`config.mk`:
```
export PLATFORM = sky130hd
export DESIGN_NAME = qcs_gpio_evt_arb
export DESIGN_NICKNAME = d
export VERILOG_FILES = /design/src/rtl/qcs_gpio_evt_pkg.sv /design/src/rtl/qcs_gpio_rr_arb.sv /design/src/rtl/qcs_gpio_evt_arb.sv
export SDC_FILE = /design/constraint.sdc
export NUM_CORES = 1
export LEC_CHECK = 0
export BUFFER_PORTS_ARGS = -buffer_cell sky130_fd_sc_hd__clkbuf_2
export CAP_MARGIN = 20
export CORE_UTILIZATION = 57
export DETAILED_ROUTE_END_ITERATION = 7
export PLACE_DENSITY_LB_ADDON = 0.08
export SLEW_MARGIN = 0
export SYNTH_ARGS = -nofsm -noshare
export SYNTH_HDL_FRONTEND = slang
export SYNTH_SLANG_ARGS = --single-unit
export TNS_END_PERCENT = 10
```
`constraint.sdc`:
```
create_clock -name clk -period 5.6 [get_ports clk]
set_clock_uncertainty 0.05 [all_clocks]
set_input_delay 0.28 -clock clk [delete_from_list [all_inputs] [get_ports clk]]
set_output_delay 0.28 -clock clk [all_outputs]
set_load 0.01 [all_outputs]
```
`src/rtl/qcs_gpio_evt_pkg.sv`:
```
// GPIO edge-event arbiter shared types.
// Width limit, event type, arbiter state and event bundle.
package qcs_gpio_evt_pkg;

  localparam int QCS_GPIO_EVT_MAX_WIDTH = 32;

  typedef enum logic {
    EVT_RISE = 1'b0,
    EVT_FALL = 1'b1
  } evt_type_e;

  typedef enum logic {
    ARB_IDLE = 1'b0,
    ARB_HOLD = 1'b1
  } arb_state_e;

  // idx sized for the widest legal pin count
  typedef struct packed {
    logic [4:0] idx;
    evt_type_e  etype;
  } evt_t;

endpackage

```
`src/rtl/qcs_gpio_rr_arb.sv`:
```
// Combinational round-robin find-first from ptr with an exclude mask.
// Ports: req, ptr, excl in; gnt_idx, gnt_vld out.
module qcs_gpio_rr_arb
  import qcs_gpio_evt_pkg::*;
#(
  parameter int WIDTH = 8,
  parameter int IDXW  = (WIDTH > 1) ? $clog2(WIDTH) : 1
) (
  input  logic [WIDTH-1:0] req,
  input  logic [IDXW-1:0]  ptr,
  input  logic [WIDTH-1:0] excl,
  output logic [IDXW-1:0]  gnt_idx,
  output logic             gnt_vld
);

  logic [IDXW:0] j;

  always_comb begin
    gnt_vld = 1'b0;
    gnt_idx = '0;
    j       = '0;
    for (int k = 0; k < WIDTH; k++) begin
      j = {1'b0, ptr} + (IDXW+1)'(k);
      if (j >= (IDXW+1)'(WIDTH)) begin
        j = j - (IDXW+1)'(WIDTH);
      end
      if (!gnt_vld && req[j[IDXW-1:0]] && !excl[j[IDXW-1:0]]) begin
        gnt_vld = 1'b1;
        gnt_idx = j[IDXW-1:0];
      end
    end
  end

endmodule

```
`src/rtl/qcs_gpio_evt_arb.sv`:
```
// GPIO edge detector with per-pin pending rise/fall and round-robin event output.
// Ports: clk, rst_n, gpio_i, rise/fall_en_i, evt valid/ready/idx/type, pend_o, ovf_o, ovf_clr_i. Option: QCS_GPIO_EVT_ARB_OVF_EN.
module qcs_gpio_evt_arb
  import qcs_gpio_evt_pkg::*;
#(
  parameter int WIDTH = 8,
  parameter int IDXW  = (WIDTH > 1) ? $clog2(WIDTH) : 1
) (
  input  logic             clk,
  input  logic             rst_n,
  input  logic [WIDTH-1:0] gpio_i,
  input  logic [WIDTH-1:0] rise_en_i,
  input  logic [WIDTH-1:0] fall_en_i,
  output logic             evt_valid_o,
  input  logic             evt_ready_i,
  output logic [IDXW-1:0]  evt_idx_o,
  output logic             evt_type_o,
  output logic [WIDTH-1:0] pend_o,
  output logic [WIDTH-1:0] ovf_o,
  input  logic [WIDTH-1:0] ovf_clr_i
);

  if (WIDTH < 1 || WIDTH > QCS_GPIO_EVT_MAX_WIDTH) begin : g_bad_width
    $fatal(1, "qcs_gpio_evt_arb: WIDTH out of range 1..32");
  end

  logic [WIDTH-1:0] sync1, sync2, prev;
  logic [1:0]       arm;
  logic             arm_done;
  logic [WIDTH-1:0] rp, fp, ff;
  arb_state_e       state;
  evt_t             evt_q;
  logic [IDXW-1:0]  ptr;

  logic             acc;
  logic [IDXW-1:0]  cur_idx, nptr, arb_ptr;
  logic [WIDTH-1:0] sel, excl, clr_r, clr_f;
  logic [WIDTH-1:0] rise_det, fall_det;
  logic [WIDTH-1:0] rp_keep, fp_keep, rp_n, fp_n;
  logic [WIDTH-1:0] rise_new, fall_new, ff_n;
  logic [IDXW-1:0]  gnt_idx;
  logic             gnt_vld;
  evt_type_e        gnt_type;
  logic             unused_evt_idx;

  assign arm_done = (arm == 2'd3);
  assign cur_idx  = evt_q.idx[IDXW-1:0];
  assign unused_evt_idx = ^evt_q.idx;

  always_comb begin
    acc  = (state == ARB_HOLD) && evt_ready_i;
    sel  = '0;
    sel[cur_idx] = 1'b1;
    clr_r = (acc && evt_q.etype == EVT_RISE) ? sel : '0;
    clr_f = (acc && evt_q.etype == EVT_FALL) ? sel : '0;
    nptr  = (cur_idx == IDXW'(WIDTH-1)) ? '0 : cur_idx + 1'b1;
    arb_ptr = acc ? nptr : ptr;
    excl    = acc ? sel : '0;

    rise_det = {WIDTH{arm_done}} & sync2 & ~prev & rise_en_i;
    fall_det = {WIDTH{arm_done}} & ~sync2 & prev & fall_en_i;
    rp_keep  = rp & ~clr_r;
    fp_keep  = fp & ~clr_f;
    rp_n     = rp_keep | rise_det;
    fp_n     = fp_keep | fall_det;
    rise_new = rise_det & ~rp_keep;
    fall_new = fall_det & ~fp_keep;
    // ff=1 means fall is the older of the two pending edges
    ff_n = (fp_n & ~rp_n)
         | (fp_n & rp_n & (rise_new | (~fall_new & ff)));
  end

  qcs_gpio_rr_arb #(
    .WIDTH (WIDTH),
    .IDXW  (IDXW)
  ) u_rr (
    .req     (rp | fp),
    .ptr     (arb_ptr),
    .excl    (excl),
    .gnt_idx (gnt_idx),
    .gnt_vld (gnt_vld)
  );

  assign gnt_type = (fp[gnt_idx] && (ff[gnt_idx] || !rp[gnt_idx]))
                  ? EVT_FALL : EVT_RISE;

  always_ff @(posedge clk) begin
    if (!rst_n) begin
      sync1 <= '0;
      sync2 <= '0;
      prev  <= '0;
      arm   <= '0;
      rp    <= '0;
      fp    <= '0;
      ff    <= '0;
      state <= ARB_IDLE;
      evt_q <= '0;
      ptr   <= '0;
    end else begin
      sync1 <= gpio_i;
      sync2 <= sync1;
      prev  <= sync2;
      if (!arm_done) arm <= arm + 2'd1;
      rp <= rp_n;
      fp <= fp_n;
      ff <= ff_n;
      case (state)
        ARB_IDLE: begin
          if (gnt_vld) begin
            state <= ARB_HOLD;
            evt_q <= '{idx: 5'(gnt_idx), etype: gnt_type};
          end
        end
        ARB_HOLD: begin
          if (evt_ready_i) begin
            ptr <= nptr;
            if (gnt_vld) begin
              evt_q <= '{idx: 5'(gnt_idx), etype: gnt_type};
            end else begin
              state <= ARB_IDLE;
            end
          end
        end
        default: state <= ARB_IDLE;
      endcase
    end
  end

  assign evt_valid_o = (state == ARB_HOLD);
  assign evt_idx_o   = cur_idx;
  assign evt_type_o  = evt_q.etype;
  assign pend_o      = rp | fp;

`ifdef QCS_GPIO_EVT_ARB_OVF_EN
  logic [WIDTH-1:0] ovf_q;
  logic [WIDTH-1:0] ovf_set;

  assign ovf_set = (rise_det & rp_keep) | (fall_det & fp_keep);

  // a new overflow in the clear cycle survives the clear
  always_ff @(posedge clk) begin
    if (!rst_n) ovf_q <= '0;
    else        ovf_q <= (ovf_q & ~ovf_clr_i) | ovf_set;
  end

  assign ovf_o = ovf_q;
`else
  logic unused_ovf_clr;
  assign unused_ovf_clr = ^ovf_clr_i;
  assign ovf_o = '0;
`endif

endmodule
```
==> summary.md <==
The run finished with clean final reports. The tools report the count of routing violations after the opening detailed-route iteration as 318. The sequential share of power is 24.3%, and the met2 track demand over resource in global routing is 43.2%. The die covers 6360 sq um. The HPWL after detailed placement is 6190 um. The maximum ir drop on the vdd rail is 0.000359 V.

In this run switching power makes up 40.7% of total power. The tools report the starting density of the core as 60.7%. The actual transition at the worst max-transition pin was 0.844 ns; the number of setup buffers added after CTS was 0. At the placement stage, the worst setup path has a slack of 0.684 ns.

After routing, the total negative slack on setup checks comes to 0 ns. In this run the standard cell core region covers 5680 sq um. For the number of nets in the finished design, the log shows 477. TritonCTS created 9 clock buffers.

The share of total power dissipated in combinational logic is 51.8%. During I/O placement, the number of pins put on the boundary was 56. The area of combinational cells with multiple inputs is 2100 sq um, and the total area of sequential cells is 1160 sq um. The longest clock path from root to sink contains 2 buffers. Of the total power, the clock network draws 24.0%.

For this run, the detailed router's first-pass iteration total came to 5. The initial antenna violation count came out at 0. In the layout the commonest cells are sky130_fd_sc_hd__dfxtp_1 (58), sky130_fd_sc_hd__clkbuf_2 (39), sky130_fd_sc_hd__and2_1 (35).

The logs give 5.37% for the met3 usage in global routing and 0.926 for the global placer's final weighted congestion. The maximum cell stage delay along the critical path came out at 0.56 ns. TritonCTS built the clock tree. The worst path setup slack after routing was 0.538 ns; the number of flip-flops and latches in the synthesized netlist was 58. After detailed routing, the number of remaining DRC violations is 0. The remaining number of nets flagged by the antenna check after routing is 0, and the detailed-route wire length is 8450 um. Setup repair after global routing left no endpoint under its margin.

The number of cell rows was 27; the clock sink count was 58. Layout overhead on the synthesized area: 12.2%. The maximum number of pins on one net before global-route repair is 59, and the time the final worst path needs with I/O delays and setup is 5.06 ns. Measured along the x axis, the die boundary spans 79.8 um.

The synthesized design contains 0 enable-type register cells. Among all flip-flop cells after synthesis, the most frequent one is sky130_fd_sc_hd__dfxtp_1. The kind of critical path is reg2reg.

The antenna diode count was 0. Global routing consumed, on the met1 layer, 40.2% of the routing resources. Derived from the worst setup path, the maximum achievable clock frequency is 0.198 GHz. The average size of a mapped cell was 8.57 sq um. In this run the power spent charging and discharging nets is 805 uW. Number of vias after detailed routing: 3123. The highest net fanout along the worst path was 17; the final critical-path share of the clock period was 90.4%. The logs give 0 for the number of warnings printed during yosys synthesis and 514 for the final non-filler cell total. The path class of the tightest hold or removal check is in2reg. The analysis attributes to cell leakage a power of 0.00164 uW.

For this run, asynchronously set or reset flops after synthesis account for 0%. The worst setup path is captured at a flip-flop. The number of hold-repair buffers added at the cts stage came out at 0.

Max-cap violations in this run came to 0. Number of placed instances with taps included: 498. Measured against its own limit, the worst slew margin works out to 43.7%.

The first global-routing pass estimated 13600 um of wire. The number of endpoints failing setup at the final stage was 0. The H-tree depth is 3.

For this design the ratio of total power to cell area is 512 nW/um^2. Number of max-slew violations in the final report: 0. The root buffer cell chosen for the clock tree is sky130_fd_sc_hd__clkbuf_8. The netlist uses 74 different library cells. In the global route stage, overall resource usage came out at 28.2%. The share of the Yosys chip area taken by registers is 33.7%.

For the number of inserted filler cells in the final layout, the log shows 476. Most frequent standard cell in the layout excluding fill and tap cells: sky130_fd_sc_hd__dfxtp_1. In the final layout, the share of cells above drive strength 1 is 19.0%. For this run the aggregate overflow at the end of global routing stands at 0. The internal portion of the total power is 1170 uW. After clock tree synthesis, the clock-pin slew on the worst setup and hold paths is 0.07 ns. The tools report the count of endpoints failing hold in the final timing report as 0.

For the worst setup path, the data arrival time is 5.22 ns. The worst setup path is launched from a flip-flop. The quantity of I/O buffers inserted on ports was 39. The cell repeated most along the worst path is sky130_fd_sc_hd__ha_1. After synthesis the cells add up to 3450 sq um. On the critical path, the stage with the largest delay is an instance of sky130_fd_sc_hd__or4b_4. STA puts the critical path data required time at 5.75 ns. Clock latency on the worst-skew pair, taken at its later pin, is 0.34 ns.

For the number of global-route vias before repair, the log shows 2770. The layer flagged by global routing as most heavily used is met2. The cell count after synthesis is 402. Post-CTS repair changed the size of 0 cells. Average wire per standard cell: 16.4 um. After detailed routing, the number of vias per cell comes to 6.08. The die is 79.8 um tall.

Traced cell by cell, the critical path runs through ha_1 -> ha_1 -> and4bb_4 -> nor2_4 -> inv_2 -> ha_1 -> or3_1 -> and2_2 -> mux2i_1 -> mux2i_1 -> or4b_4 -> or4_4 -> nand2_2 -> nor3_1 -> o31ai_1 -> a21oi_1.
==> worst max-delay path, delay by kind of cell (launching register included) <==
family                     cells  cell delay (ns)
muxes                          2             0.57
DFF                            1             0.52
adders and majority gates      3             0.72
and+or+nand+nor                8             2.49
AOI/OAI and AO/OA              2             0.40
buffers and inverters          1             0.19
==> kinds of logic after synthesis <==
family	Yosys count	synth area share [%]
XOR/XNOR	2	0.508
other	1	0.109
adder cells (fa/ha/maj)	5	1.82
AO/OA/AOI/OAI	120	24.5
flip-flops	58	33.7
multiplexers	15	4.94
AND/OR/NAND/NOR	161	28.3
buffers and inverters	40	6.14
==> area by class of cell <==
class,count,area share (%)
clock inverters,4,2.56
flip-flops and latches,58,30.0
repair buffers,41,5.44
well taps,72,2.33
clock buffers,12,3.76
inverters,16,1.55
multi-input cells,311,54.3
==> sequential cells by signal, summed over array words and instances, names as in the netlist <==
| name | cells |
|---|---|
| evt_type_o | 1 |
| fp | 8 |
| arm | 2 |
| sync1 | 8 |
| ptr | 3 |
| prev | 8 |
| evt_valid_o | 1 |
| rp | 8 |
| ff | 8 |
| sync2 | 8 |
| evt_idx_o | 3 |
==> metrics by stage <==
step                hold WS [ns]  area, sq um  util [%]  total power [uW]
global route              0.0996         3860      68.1              2090
finish                    0.0984         3860      68.1              1980
global placement           0.365         3620      63.8              1480
floorplan                  0.357         3470         -              1270
detailed placement         0.368         3620      63.8              1480
CTS                       0.0906         3860      68.1              1960
==> Yosys cell counts (2+ instances only) <==
master | number | share of area (%)
sky130_fd_sc_hd__dfxtp_1 | 58 | 34
sky130_fd_sc_hd__and2_1 | 35 | 6.4
sky130_fd_sc_hd__o21ai_0 | 34 | 4.9
sky130_fd_sc_hd__nand2_1 | 26 | 2.8
sky130_fd_sc_hd__nor2_1 | 18 | 2.0
sky130_fd_sc_hd__a21boi_0 | 17 | 3.7
sky130_fd_sc_hd__nand4b_1 | 17 | 4.3
sky130_fd_sc_hd__a21oi_1 | 15 | 2.2
sky130_fd_sc_hd__inv_1 | 14 | 1.5
sky130_fd_sc_hd__nand3_1 | 13 | 1.9
sky130_fd_sc_hd__mux2i_1 | 11 | 3.2
sky130_fd_sc_hd__clkbuf_1 | 10 | 1.1
sky130_fd_sc_hd__o211ai_1 | 10 | 2.2
sky130_fd_sc_hd__buf_4 | 8 | 1.7
sky130_fd_sc_hd__nand2b_1 | 8 | 1.5
sky130_fd_sc_hd__nor3_1 | 8 | 1.2
sky130_fd_sc_hd__and3_1 | 5 | 0.91
sky130_fd_sc_hd__ha_1 | 5 | 1.8
sky130_fd_sc_hd__buf_6 | 4 | 1.3
sky130_fd_sc_hd__o21a_1 | 4 | 0.87
sky130_fd_sc_hd__or2_2 | 4 | 0.73
sky130_fd_sc_hd__or3_1 | 4 | 0.73
sky130_fd_sc_hd__a2111oi_0 | 3 | 0.76
sky130_fd_sc_hd__a211o_1 | 3 | 0.76
sky130_fd_sc_hd__a211oi_1 | 3 | 0.65
sky130_fd_sc_hd__a21o_1 | 3 | 0.65
sky130_fd_sc_hd__a22oi_1 | 3 | 0.65
sky130_fd_sc_hd__nor2b_1 | 3 | 0.54
sky130_fd_sc_hd__o211a_1 | 3 | 0.87
sky130_fd_sc_hd__o31ai_1 | 3 | 0.65
sky130_fd_sc_hd__a221oi_1 | 2 | 0.51
sky130_fd_sc_hd__and3b_1 | 2 | 0.51
sky130_fd_sc_hd__inv_2 | 2 | 0.22
sky130_fd_sc_hd__mux2_2 | 2 | 0.65
sky130_fd_sc_hd__or3b_2 | 2 | 0.51
sky130_fd_sc_hd__xnor2_1 | 2 | 0.51
==> power by group through the flow <==
| stage | combinational [uW] | clock (uW) | sequential (uW) |
|---|---|---|---|
| final | 1020 | 474 | 480 |
| after global placement | 993 | 0 | 486 |
| after CTS | 997 | 480 | 479 |
| after detailed placement | 988 | 0 | 488 |
| after floorplan | 791 | 0 | 476 |
| after global routing | 1110 | 498 | 484 |
==> routing by layer <==
metal / vias up / routed length (um)
li1: 1523 / -
met1: 1466 / 4050
met2: 126 / 3850
met3: 8 / 491
met4: 0 / 65
met5: - / 0
==> worst paths after layout <==
| kind | slack [ns] | endpoint | cells after the start | start |
|---|---|---|---|---|
| setup reg to reg | 0.54 | evt_type_o | 16 | evt_idx_o[0] |
| setup / recovery | 0.54 | evt_type_o | 16 | evt_idx_o[0] |
| hold / removal | 0.1 | sync1[2] | 2 | gpio_i[2] |
| hold reg to reg | 0.38 | sync2[5] | 1 | sync1[5] |
Note: power is estimated with default switching activity, not from simulation.
